$ cat src/rtl/tmds_pkg.sv
// Shared TMDS definitions: control tokens, alignment states, offset width.
package tmds_pkg;

   localparam int unsigned OFFSET_W = 4;
   localparam logic [OFFSET_W-1:0] OFFSET_MAX = 4'd9;

   // Control tokens indexed by {C1,C0}; the encoder emits the same words.
   localparam logic [9:0] TOKEN_C00 = 10'h354;
   localparam logic [9:0] TOKEN_C01 = 10'h0AB;
   localparam logic [9:0] TOKEN_C10 = 10'h154;
   localparam logic [9:0] TOKEN_C11 = 10'h2AB;

   typedef enum logic [1:0] {
      ST_SEARCH,
      ST_CONFIRM,
      ST_LOCKED
   } align_state_t;

   // Bit offset advances 0..9 and wraps.
   function automatic logic [OFFSET_W-1:0] next_offset(input logic [OFFSET_W-1:0] off);
      return (off == OFFSET_MAX) ? '0 : off + 1'b1;
   endfunction

endpackage

$ cat src/rtl/tmds_word_decode.sv
// Combinational 10b->8b TMDS decode with control-token detection.
module tmds_word_decode
   import tmds_pkg::*;
(
   input  logic [9:0] i_word,
   output logic       o_is_token,
   output logic [1:0] o_ctrl,
   output logic [7:0] o_data
);

   logic [7:0] d;

   // Match the word against the four control tokens.
   always_comb begin
      o_is_token = 1'b1;
      o_ctrl     = 2'b00;
      case (i_word)
         TOKEN_C00: o_ctrl = 2'b00;
         TOKEN_C01: o_ctrl = 2'b01;
         TOKEN_C10: o_ctrl = 2'b10;
         TOKEN_C11: o_ctrl = 2'b11;
         default:   o_is_token = 1'b0;
      endcase
   end

   // Undo the optional inversion, then the XOR/XNOR transition chain.
   always_comb begin
      d         = i_word[9] ? ~i_word[7:0] : i_word[7:0];
      o_data    = '0;
      o_data[0] = d[0];
      for (int unsigned i = 1; i < 8; i++) begin
         o_data[i] = i_word[8] ? (d[i] ^ d[i-1]) : ~(d[i] ^ d[i-1]);
      end
   end

endmodule

$ cat src/rtl/tmds_channel_decoder.sv
// TMDS channel decoder: word alignment search/lock and registered decode.
module tmds_channel_decoder
   import tmds_pkg::*;
#(
   parameter int unsigned P_LOCK_TOKENS  = 8,
   parameter int unsigned P_SEARCH_WORDS = 2048,
   parameter int unsigned P_LOSS_WORDS   = 4096
) (
   input  logic                i_pixclk,
   input  logic                i_reset,
   input  logic [9:0]          i_tmds_word,
   output logic [7:0]          o_data,
   output logic [1:0]          o_ctrl,
   output logic                o_de,
   output logic                o_locked,
   output logic [OFFSET_W-1:0] o_offset
);

   localparam int unsigned WD_W   = (P_SEARCH_WORDS > 1) ? $clog2(P_SEARCH_WORDS) : 1;
   localparam int unsigned LOSS_W = (P_LOSS_WORDS > 1) ? $clog2(P_LOSS_WORDS) : 1;
   localparam int unsigned TOK_W  = $clog2(P_LOCK_TOKENS + 1);

   localparam logic [WD_W-1:0]   WD_LAST   = WD_W'(P_SEARCH_WORDS - 1);
   localparam logic [LOSS_W-1:0] LOSS_LAST = LOSS_W'(P_LOSS_WORDS - 1);
   localparam logic [TOK_W-1:0]  TOK_LOCK  = TOK_W'(P_LOCK_TOKENS);

   // Alignment front end
   logic [9:0]  prev_word;
   logic        prev_vld;
   logic [19:0] window;
   logic [9:0]  aligned_d;
   logic [9:0]  aligned_q;
   logic        aligned_vld;

   // Decode of the captured aligned word
   logic        dec_is_token;
   logic [1:0]  dec_ctrl;
   logic [7:0]  dec_data;

   // Alignment FSM and counters
   align_state_t        state_q, state_d;
   logic [OFFSET_W-1:0] offset_q, offset_d;
   logic [WD_W-1:0]     wd_q, wd_d;
   logic [TOK_W-1:0]    tok_q, tok_d;
   logic [TOK_W-1:0]    tok_inc;
   logic [LOSS_W-1:0]   loss_q, loss_d;

   // Output registers
   logic [7:0] data_q, data_d;
   logic [1:0] ctrl_q, ctrl_d;
   logic       de_q, de_d;
   logic       locked_q, locked_d;

   assign window    = {i_tmds_word, prev_word};
   assign aligned_d = window[{1'b0, offset_q} +: 10];
   assign tok_inc   = tok_q + 1'b1;

   tmds_word_decode u_decode (
      .i_word     (aligned_q),
      .o_is_token (dec_is_token),
      .o_ctrl     (dec_ctrl),
      .o_data     (dec_data)
   );

   // Capture the previous word and the aligned word; the valid flags keep
   // the zero words left by reset from being counted as channel input.
   always_ff @(posedge i_pixclk) begin
      if (i_reset) begin
         prev_word   <= '0;
         prev_vld    <= 1'b0;
         aligned_q   <= '0;
         aligned_vld <= 1'b0;
      end else begin
         prev_word   <= i_tmds_word;
         prev_vld    <= 1'b1;
         aligned_q   <= aligned_d;
         aligned_vld <= prev_vld;
      end
   end

   // Next state, counters and output values from the decoded aligned word.
   always_comb begin
      state_d  = state_q;
      offset_d = offset_q;
      wd_d     = wd_q;
      tok_d    = tok_q;
      loss_d   = loss_q;

      if (aligned_vld) begin
         case (state_q)
            ST_SEARCH: begin
               if (dec_is_token) begin
                  state_d = ST_CONFIRM;
                  tok_d   = TOK_W'(1);
                  wd_d    = '0;
               end else if (wd_q == WD_LAST) begin
                  offset_d = next_offset(offset_q);
                  wd_d     = '0;
               end else begin
                  wd_d = wd_q + 1'b1;
               end
            end
            ST_CONFIRM: begin
               if (dec_is_token) begin
                  tok_d = tok_inc;
                  if (tok_inc == TOK_LOCK) begin
                     state_d = ST_LOCKED;
                     loss_d  = '0;
                  end
               end else begin
                  state_d = ST_SEARCH;
                  tok_d   = '0;
                  wd_d    = '0;
               end
            end
            ST_LOCKED: begin
               if (dec_is_token) begin
                  loss_d = '0;
               end else if (loss_q == LOSS_LAST) begin
                  state_d  = ST_SEARCH;
                  offset_d = next_offset(offset_q);
                  loss_d   = '0;
                  tok_d    = '0;
                  wd_d     = '0;
               end else begin
                  loss_d = loss_q + 1'b1;
               end
            end
            default: begin
               state_d = ST_SEARCH;
               tok_d   = '0;
               wd_d    = '0;
               loss_d  = '0;
            end
         endcase
      end

      // Presentation follows the state being entered, so the locking token
      // already shows as locked and the word that loses lock does not.
      data_d   = '0;
      de_d     = 1'b0;
      ctrl_d   = ctrl_q;
      locked_d = (state_d == ST_LOCKED);
      if (aligned_vld && (state_d == ST_LOCKED)) begin
         if (dec_is_token) begin
            ctrl_d = dec_ctrl;
         end else begin
            de_d   = 1'b1;
            data_d = dec_data;
         end
      end
   end

   // Alignment state, counters and output registers.
   always_ff @(posedge i_pixclk) begin
      if (i_reset) begin
         state_q  <= ST_SEARCH;
         offset_q <= '0;
         wd_q     <= '0;
         tok_q    <= '0;
         loss_q   <= '0;
         data_q   <= '0;
         ctrl_q   <= '0;
         de_q     <= 1'b0;
         locked_q <= 1'b0;
      end else begin
         state_q  <= state_d;
         offset_q <= offset_d;
         wd_q     <= wd_d;
         tok_q    <= tok_d;
         loss_q   <= loss_d;
         data_q   <= data_d;
         ctrl_q   <= ctrl_d;
         de_q     <= de_d;
         locked_q <= locked_d;
      end
   end

   assign o_data   = data_q;
   assign o_ctrl   = ctrl_q;
   assign o_de     = de_q;
   assign o_locked = locked_q;
   assign o_offset = offset_q;

endmodule

$ cat config.mk
export PLATFORM = sky130hd
export DESIGN_NAME = tmds_channel_decoder
export DESIGN_NICKNAME = d
export VERILOG_FILES = /design/src/rtl/tmds_pkg.sv /design/src/rtl/tmds_word_decode.sv /design/src/rtl/tmds_channel_decoder.sv
export SDC_FILE = /design/constraint.sdc
export NUM_CORES = 1
export LEC_CHECK = 0
export BUFFER_PORTS_ARGS = -buffer_cell sky130_fd_sc_hd__buf_2
export CORE_ASPECT_RATIO = 0.5
export CORE_UTILIZATION = 30
export DETAILED_ROUTE_END_ITERATION = 10
export GPL_TIMING_DRIVEN = 0
export PLACE_DENSITY_LB_ADDON = 0.25
export SLEW_MARGIN = 20
export SYNTH_ARGS = -nofsm -noshare
export SYNTH_HDL_FRONTEND = slang
export SYNTH_SLANG_ARGS = --single-unit
export TNS_END_PERCENT = 5
$ cat constraint.sdc
create_clock -name i_pixclk -period 2.16 [get_ports i_pixclk]
set_input_delay 0.324 -clock i_pixclk [delete_from_list [all_inputs] [get_ports i_pixclk]]
set_output_delay 0.324 -clock i_pixclk [all_outputs]
set_load 0.05 [all_outputs]
Yosys cells after proc, flatten, opt, wreduce, memory -nomap -nowiden. Index checks and enable logic that the tools add are counted.

Flip-flop bits (word level): 67.

$add $sub $neg: 4. Equal/unequal tests: 19. Shift operators: 1. Muxes and demuxes: 41. Bitwise gates (word level): 17. Reductions and logical operators: 11.

Operators with widths (count): $mux W11 (5); $mux W12 (4); $mux W4 (9); $pmux W12 S3 (1); $pmux W11 S3 (1); $eq A10 B10 Y1 const B (2); $shiftx A20 B5 Y10 (1); $ne A2 B2 Y1 const B (8); $add A12 B1 Y12 const B (1); $eq A12 B12 Y1 const B (1); $mux W2 (6); $pmux W2 S3 (2); $pmux W4 S3 (1); $reduce_and A4 Y1 (3); $add A11 B1 Y11 const B (1); $eq A11 B11 Y1 const B (1); $eq A10 B8 Y1 const B (1); $eq A10 B9 Y1 const B (1); $mux W1 (10); $not A1 Y1 (9); $add A4 B1 Y4 const B (2); $eq A4 B4 Y1 const B (2); $mux W8 (1); $not A8 Y8 (1); other kinds (12) (19).

Logic depth before layout (Yosys ltp). Gate-level depths: netlist (run 1).

Depth after elaboration: 10. Gate-level depth with buffers: 9.

Cells and area by module. From an unflattened synthesis (run 1), not the netlist that was laid out.

Cells, all modules: 418. Area, all modules: 3694.8 sq um.

By module, submodules not included: tmds_channel_decoder (times used 1, cells each 387, area an instance 3443.3 sq um, seq. area each 1341.3 sq um); tmds_word_decode (times used 1, cells each 31, area an instance 251.5 sq um, seq. area each 0.0 sq um).

Worst setup path after synthesis (run 1). OpenSTA, ideal clock, no wires.

Path type: register to register. Start point: register offset_q[1], in the netlist o_offset[1]. End point: register aligned_q[5]. Arrival time: 2.076 ns. Slack: -0.031 ns. Cell stages (with the launch flop): 7. Cells stage by stage: dfxtp_1 buf_2 buf_2 mux2i_1 o21ai_0 mux4_2 and2_1.

Cells in the longest elaborated chain, start to end: 1.

RTL lines: start: declaration (line tmds_channel_decoder.sv:42) `logic [OFFSET_W-1:0] offset_q, offset_d;`; start signal: assignment (line tmds_channel_decoder.sv:168) `offset_q <= offset_d;`; $shiftx A20 B5 Y10 (line tmds_channel_decoder.sv:55) `assign aligned_d = window[{1'b0, offset_q} +: 10];`; end signal: assignment (line tmds_channel_decoder.sv:76) `aligned_q <= aligned_d;`; end: declaration (line tmds_channel_decoder.sv:32) `logic [9:0] aligned_q;`.

No other way between the ends. A chain may end at the register's enable or synchronous reset.

Worst setup path in the final report (run 1).
Start point: register tok_q[0]. End point: register loss_q[10].

Cells in the longest elaborated chain, start to end: 4.

RTL lines: start: declaration (line tmds_channel_decoder.sv:44) `logic [TOK_W-1:0] tok_q, tok_d;`; start signal: assignment (line tmds_channel_decoder.sv:170) `tok_q <= tok_d;`; $add A4 B1 Y4 (line tmds_channel_decoder.sv:56) `assign tok_inc = tok_q + 1'b1;`; $eq A4 B4 Y1 (line tmds_channel_decoder.sv:106) `if (tok_inc == TOK_LOCK) begin`; $ne A2 B2 Y1 (no line); $reduce_and A4 Y1 (no line); end signal: assignment (line tmds_channel_decoder.sv:171) `loss_q <= loss_d;`; end: declaration (line tmds_channel_decoder.sv:46) `logic [LOSS_W-1:0] loss_q, loss_d;`.

No other way between the ends.

==> results.md, run 1 <==
- Post-DR vias/cell: 4.83
- Full die area: 0.0124 mm^2
- Number of antenna violations at the first check in global routing: 0
- Initial core utilization: 31.6%
- Total count of hold-check failures in the final report: 0
- Achievable frequency: 473 MHz
- Count of port buffers added during placement: 26
- RSZ-0062 raised after global routing: yes
- Post-Synthesis Net Count: 423
- TritonCTS sink count: 67
- Die Y-Extent: 79.3 um
- Core Box Area: 0.0113 mm^2
- Part of the cycle the worst path needs: 97.8%
- Cell with the biggest individual delay on the critical path: or4_1
- Accumulated negative setup slack: 0 ns
- Number of antenna diodes: 0
- Number of iterations in the first detailed-routing pass: 4
- Combined area of all synthesized cells: 0.00358 mm^2
- Gr ovfl total: 0
- Classification of the worst-slack hold path: in -> reg
- Area added between synthesis and finish: 18.4%
- Vias in the first global route: 2,846
- Yosys warning total: 0
- Count of distinct cell types in the synthesized netlist: 59
- Root Driver: clkbuf_16
- Synthesis-stage register bit count: 67
- Largest family of logic cells by synthesized area: simple AND/OR/NAND/NOR gates
- TritonCTS buffer count: 9
- Maximum cell stage delay along the critical path: 0.48 ns
- Latest clock arrival within the worst-skew pair: 0.33 ns
- Worst voltage drop across the vdd grid: 0.000308 V
- Final routed wirelength across all metal layers: 8.10 mm
- Min setup slack post-route: 0.0476 ns
- Total vias in the final route: 2,911
- Sequential share of the synthesized area: 37.5%
- Maximum number of pins on one net before global-route repair: 11
- Transition time of the tightest slew-check pin: 0.541 ns
- Final critical-path required period: 2.11 ns
- Remaining DRCs: 0
- Synth area leader: dfxtp_1
- Leakage dissipation: 0.00156 uW
- Drt first-iter violations: 132
- Fraction of layout instances using a drive strength above 1: 16.4%
- Post-CTS Setup Inserts: 0
- Portion of netlist area occupied by mux cells: 11.5%
- Global-route wire length before repair: 13.8 mm
- Synthesized-area fraction occupied by xor and xnor cells: 7.34%
- DRT antenna net count: 0
- Horizontal extent of the die: 157 um
- Share of synthesized cell area in and, or, nand and nor gates: 22.0%
- Kind of launch point of the worst setup path: register
- Dpl hpwl: 6.09 mm
- Worst slack at placement: -0.168 ns
- Max-cap violation count: 0
- Number of buffers inserted for hold repair after clock tree synthesis: 0
- Power density over the cells: 641 mW/mm^2
- Number of enable-type register cells in the synthesized netlist: 0
- Top cell type's share of synthesized area: 37.5%
- Synthesized-area fraction occupied by ao, oa, aoi and oai cells: 14.5%
- Clock input transition at the sequential cells of the worst setup and hold paths: 0.05 ns
- Worst max-slew margin expressed relative to the limit: 63.9%
- Post-synthesis share of cell area spent on full adders, half adders and majority gates: 3.14%
- Fraction of registers with async set or reset after synthesis: 0%
- Crit. End Element: register
- Top library cells by usage in the layout, fill and taps aside: 64 x dfxtp_1, 54 x nor2_1, 30 x mux2i_1
- Skew final: 0.00370 ns
- Per-cell routed wire length: 13.4 um
- Final setup viols: 0
- Commonest non-fill, non-tap cell in the layout: dfxtp_1
- Number of nets in the layout: 460
- Final std cell area, no fill: 0.00424 mm^2
- Mean area per synthesized cell: 8.91 um^2
- Overall routing resource usage: 14.5%
- Number of top-level pins: 28
- Gate Count Post-Synth: 402
- Leading post-synthesis cells by cell area: dfxtp_1 37%, mux2i_1 8.4%, nor2_1 5.8%
- Status: completed
- Dpl cell area: 0.00391 mm^2
- H-tree Lvls: 3
- CP cell instances: ha_1 -> and3_1 -> o21ai_0 -> a21oi_4 -> o21ai_4 -> or4_1 -> a21oi_1
- Data required time of the critical path: 2.42 ns
- Crit Path Max Fanout: 9
- Top_reg_cell synth: dfxtp_1
- TritonCTS clock tree: yes
- Final weighted congestion in routability-driven placement: 0.849
- Final Max Tran Viols: 0
- Category of the critical setup timing path: reg -> reg
- Largest buffer count on any clock path: 2
- Standard-cell row count: 27
- Critical path arrival: 2.37 ns
## timing repair
item,CTS,global route
pin swaps,1,6
resized for setup,8,11
setup endpoints to repair,28,39
## power by group
part           total, uW  internal, uW  switching, uW  leakage [uW]
combinational        167          71.6           95.9      0.000888
sequential          1270          1260           14.2      0.000546
clock               1280           771            505      0.000127
total               2720          2100            615       0.00156
## worst paths after layout
path	from	slack, ns	depth (start not counted)	to
setup reg to reg	tok_q[0]$_SDFFE_PP0P_	0.05	7	loss_q[10]$_SDFFE_PP0P_
hold / removal	i_tmds_word[0]	0.25	2	prev_word[0]$_SDFF_PP0_
setup / recovery	tok_q[0]$_SDFFE_PP0P_	0.05	7	loss_q[10]$_SDFFE_PP0P_
hold reg to reg	prev_vld$_DFF_P_	0.44	1	aligned_vld$_SDFF_PP0_
## critical path: cells and delay by family (launching register included)
family | cells | cell delay [ns]
AND/OR/NAND/NOR | 2 | 0.67
flip-flops | 1 | 0.40
adder cells (fa/ha/maj) | 1 | 0.22
AO/OA/AOI/OAI | 4 | 0.75
## sequential cells by signal, summed over array words and instances (netlist names)
register	flops
loss_q	12
wd_q	11
aligned_q	10
prev_word	10
o_data	8
o_offset	4
tok_q	4
o_ctrl	2
state_q	2
aligned_vld	1
o_de	1
o_locked	1
prev_vld	1
## through the flow
stage | utilization, % | instances | power [uW] | hold WS, ns
2_1_floorplan | - | 402 | 1410 | 0.414
3_3_place_gp | 34.6 | 587 | 1460 | 0.424
3_5_place_dp | 34.6 | 587 | 1460 | 0.433
4_1_cts | 37.1 | 603 | 2760 | 0.232
5_1_grt | 37.5 | 603 | 2840 | 0.243
6_report | 37.5 | 603 | 2720 | 0.247
## area by class of cell
type / count / area [um^2]
inverters: 14 / 52.6
flip-flops and latches: 67 / 1350
well taps: 159 / 199
fillers: 1158 / 7080
multi-input cells: 300 / 2160
repair buffers: 26 / 130
clock inverters: 3 / 15.0
plain buffers: 21 / 96.3
clock buffers: 13 / 240
## synth_stat cells (6+ instances only)
master / count
nor2b_1: 19
nand2_1: 16
and2_1: 6
dfxtp_1: 67
o21ai_0: 12
xnor2_1: 21
a21oi_1: 20
a211oi_1: 18
nor2_1: 55
ha_1: 9
clkbuf_1: 12
nand3_1: 14
mux2i_1: 30
xor2_1: 9
o211ai_1: 6
inv_1: 12
and3_1: 8
## layer usage
layer	vias to the layer above	part of all wire [%]	track usage (%)
met2	55	47	23.8
li1	1493	-	-
met4	0	2.1	6.76
met5	-	0	0
met3	12	3.0	3.98
met1	1351	48	17.6
## cell families after synthesis
| family | Yosys count |
|---|---|
| XOR/XNOR | 30 |
| flip-flops | 67 |
| adder cells (fa/ha/maj) | 9 |
| buffers and inverters | 35 |
| AO/OA/AOI/OAI | 74 |
| AND/OR/NAND/NOR | 150 |
| multiplexers | 37 |
Note: power is estimated with default switching activity, not from simulation.
==> run 2: changes to the inputs <==
--- a/config.mk
+++ b/config.mk
@@ -9,7 +9,6 @@
 export CORE_ASPECT_RATIO = 0.5
 export CORE_UTILIZATION = 30
 export DETAILED_ROUTE_END_ITERATION = 10
-export GPL_TIMING_DRIVEN = 0
 export PLACE_DENSITY_LB_ADDON = 0.25
 export SLEW_MARGIN = 20
 export SYNTH_ARGS = -nofsm -noshare
==> run 2 against run 1 <==
Flip-flop and latch count unchanged. Utilization up 0.59 points. Largest cell class unchanged. Sequential power about the same. Critical endpoint is now o_offset[2]$_SDFFE_PP0P_. Highest routed layer unchanged.
==> results.md, run 2 (synthesis gave the netlist of run 1 again) <==
- Standard-cell row count: 27 (unchanged)
- Full die area: 0.0124 mm^2 (unchanged)
- Dpl hpwl: 5.90 mm (was 6.09 mm)
- Multi-input logic area: 0.00213 mm^2 (was 0.00216 mm^2)
- TritonCTS sink count: 67 (unchanged)
- Leakage dissipation: 0.00162 uW (was 0.00156 uW)
- Number of iterations in the first detailed-routing pass: 5 (was 4)
- Area taken by flip-flops and latches: 0.00135 mm^2 (about the same)
- Combinational fraction of design power: 5.9% (was 6.2%)
- Registers with the most flip-flops: loss_q: 12 flops, wd_q: 11 flops (unchanged)
- Core Box Area: 0.0113 mm^2 (unchanged)
- Number of nets in the layout: 462 (was 460)
- Total vias in the final route: 2,888 (was 2,911)
- Gr ovfl total: 0 (unchanged)
- Number of flip-flops in the largest register: 12 (unchanged)
- Horizontal extent of the die: 157 um (unchanged)
- Initial core utilization: 31.6% (unchanged)
- Number of buffers inserted for hold repair after clock tree synthesis: 0 (unchanged)
- Per-cell routed wire length: 13.1 um (was 13.4 um)
- Status: completed (unchanged)
- Classification of the worst-slack hold path: in -> reg (unchanged)
- DRT antenna net count: 0 (unchanged)
- Final weighted congestion in routability-driven placement: 0.792 (was 0.849)
- Skew final: 0.00350 ns (was 0.00370 ns)
- Achievable frequency: 480 MHz (was 473 MHz)
- Transition time of the tightest slew-check pin: 0.463 ns (was 0.541 ns)
- Part of the cycle the worst path needs: 96.5% (was 97.8%)
- Kind of launch point of the worst setup path: register (unchanged)
- Vias in the first global route: 2,864 (was 2,846)
- Critical path arrival: 2.30 ns (was 2.37 ns)
- Remaining DRCs: 0 (unchanged)
- Count of port buffers added during placement: 27 (was 26)
- Area added between synthesis and finish: 20.2% (was 18.4%)
- Power density over the cells: 645 mW/mm^2 (was 641 mW/mm^2)
- Fill count: 1,168 (was 1,158)
- Overall routing resource usage: 14.0% (was 14.5%)
- Max-cap violation count: 0 (unchanged)
- H-tree Lvls: 3 (unchanged)
- Clock input transition at the sequential cells of the worst setup and hold paths: 0.05 ns (about the same)
- Final critical-path required period: 2.08 ns (was 2.11 ns)
- Sw Pwr: 607 uW (was 615 uW)
- Metal-1 WL: 4.03 mm (was 3.90 mm)
- Number of antenna diodes: 0 (unchanged)
- Register with the most flip-flops: loss_q (unchanged)
- Final Max Tran Viols: 0 (unchanged)
- Latest clock arrival within the worst-skew pair: 0.32 ns (was 0.33 ns)
- Number of antenna violations at the first check in global routing: 0 (unchanged)
- Crit. End Element: register (unchanged)
- Internal power component: 2170 uW (was 2100 uW)
- Crit Path Max Fanout: 3 (was 9)
- Final setup viols: 0 (unchanged)
- Dpl cell area: 0.00399 mm^2 (was 0.00391 mm^2)
- Length of routed met2 wiring: 3.53 mm (was 3.78 mm)
- Relative contribution of the clock network to total power: 48.1% (was 46.9%)
- Seq pwr share: 45.9% (was 46.9%)
- Number of top-level pins: 28 (unchanged)
- Die Y-Extent: 79.3 um (unchanged)
- TritonCTS buffer count: 9 (unchanged)
- Worst voltage drop across the vdd grid: 0.000359 V (was 0.000308 V)
- Top routing layer in use: met4 (unchanged)
- Worst max-slew margin expressed relative to the limit: 69.1% (was 63.9%)
- Routed length on met3: 192 um (was 246 um)
- Total count of hold-check failures in the final report: 0 (unchanged)
- Root Driver: clkbuf_16 (unchanged)
- Total power: 2780 uW (was 2720 uW)
- Global-route wire length before repair: 13.6 mm (was 13.8 mm)
- Drt first-iter violations: 97 (was 132)
- Post-layout utilization of the core: 38.0% (was 37.5%)
- TritonCTS clock tree: yes (unchanged)
- Post-DR vias/cell: 4.77 (was 4.83)
- Hold Slack: 0.245 ns (was 0.247 ns)
- Fraction of layout instances using a drive strength above 1: 19.7% (was 16.4%)
- Fraction of power spent switching nets: 21.9% (was 22.6%)
- Accumulated negative setup slack: 0 ns (unchanged)
- Final std cell area, no fill: 0.00431 mm^2 (was 0.00424 mm^2)
- Largest buffer count on any clock path: 2 (unchanged)
- Category of the critical setup timing path: reg -> reg (unchanged)
- Commonest non-fill, non-tap cell in the layout: dfxtp_1 (unchanged)
- Maximum number of pins on one net before global-route repair: 35 (was 11)
- Final routed wirelength across all metal layers: 7.91 mm (was 8.10 mm)
- Data required time of the critical path: 2.37 ns (was 2.42 ns)
- Top library cells by usage in the layout, fill and taps aside: 62 x dfxtp_1, 55 x nor2_1, 30 x mux2i_1 (was 64 x dfxtp_1, 54 x nor2_1, 30 x mux2i_1)
==> run 2: what timing repair did <==
item                                    CTS  global route
buffers inserted                          0             0
resized for setup                         1            10
hold endpoints to repair                  0             0
gates cloned                              0             0
endpoints found under the setup margin    1            25
pin swaps                                 0             3
==> run 2: routing by layer <==
| metal | GRT usage, % | up-vias |
|---|---|---|
| met5 | 0 | - |
| met4 | 5.39 | 0 |
| met3 | 3.77 | 12 |
| met2 | 23.3 | 44 |
| met1 | 17.4 | 1328 |
| li1 | - | 1504 |
==> run 2: through the flow <==
| stage | std cells | setup slack (ns) |
|---|---|---|
| 6_report | 605 | 0.0759 |
| 5_1_grt | 605 | -0.00591 |
| 4_1_cts | 605 | 0.00333 |
| 3_5_place_dp | 589 | 0.00880 |
| 3_3_place_gp | 589 | 0.0949 |
| 2_1_floorplan | 402 | 0.00943 |
==> run 2: power by group through the flow <==
stage | Clock (uW) | Combinational (uW) | Sequential (uW)
floorplan | 0 | 115 | 1300
global placement | 0 | 166 | 1300
detailed placement | 0 | 165 | 1300
CTS | 1380 | 166 | 1270
global route | 1440 | 185 | 1280
finish | 1340 | 165 | 1280
==> run 2: layout make-up <==
class	instances	share of cell area, %
clock inverter	2	0.232
inverter	14	1.22
timing repair buffer	49	6.97
clock buffer	14	6.13
tap	159	4.62
sequential	67	31.3
multi-input combinational	300	49.5
==> run 2: critical path, stage by stage (launching register included) <==
cell	delay, ns
dfxtp_2	0.34
ha_2	0.19
nand3_1	0.12
nor4_2	0.35
buf_4	0.18
o2bb2ai_2	0.12
nand4_1	0.17
nor2_1	0.16
mux2_2	0.34
==> run 2: worst paths after layout <==
kind | start | slack [ns] | cells past startpoint | endpoint
hold / removal | i_tmds_word[0] | 0.24 | 2 | prev_word[0]$_SDFF_PP0_
setup / recovery | loss_q[0]$_SDFFE_PP0P_ | 0.08 | 8 | o_offset[2]$_SDFFE_PP0P_
setup reg to reg | loss_q[0]$_SDFFE_PP0P_ | 0.08 | 8 | o_offset[2]$_SDFFE_PP0P_
hold reg to reg | prev_vld$_DFF_P_ | 0.44 | 1 | aligned_vld$_SDFF_PP0_
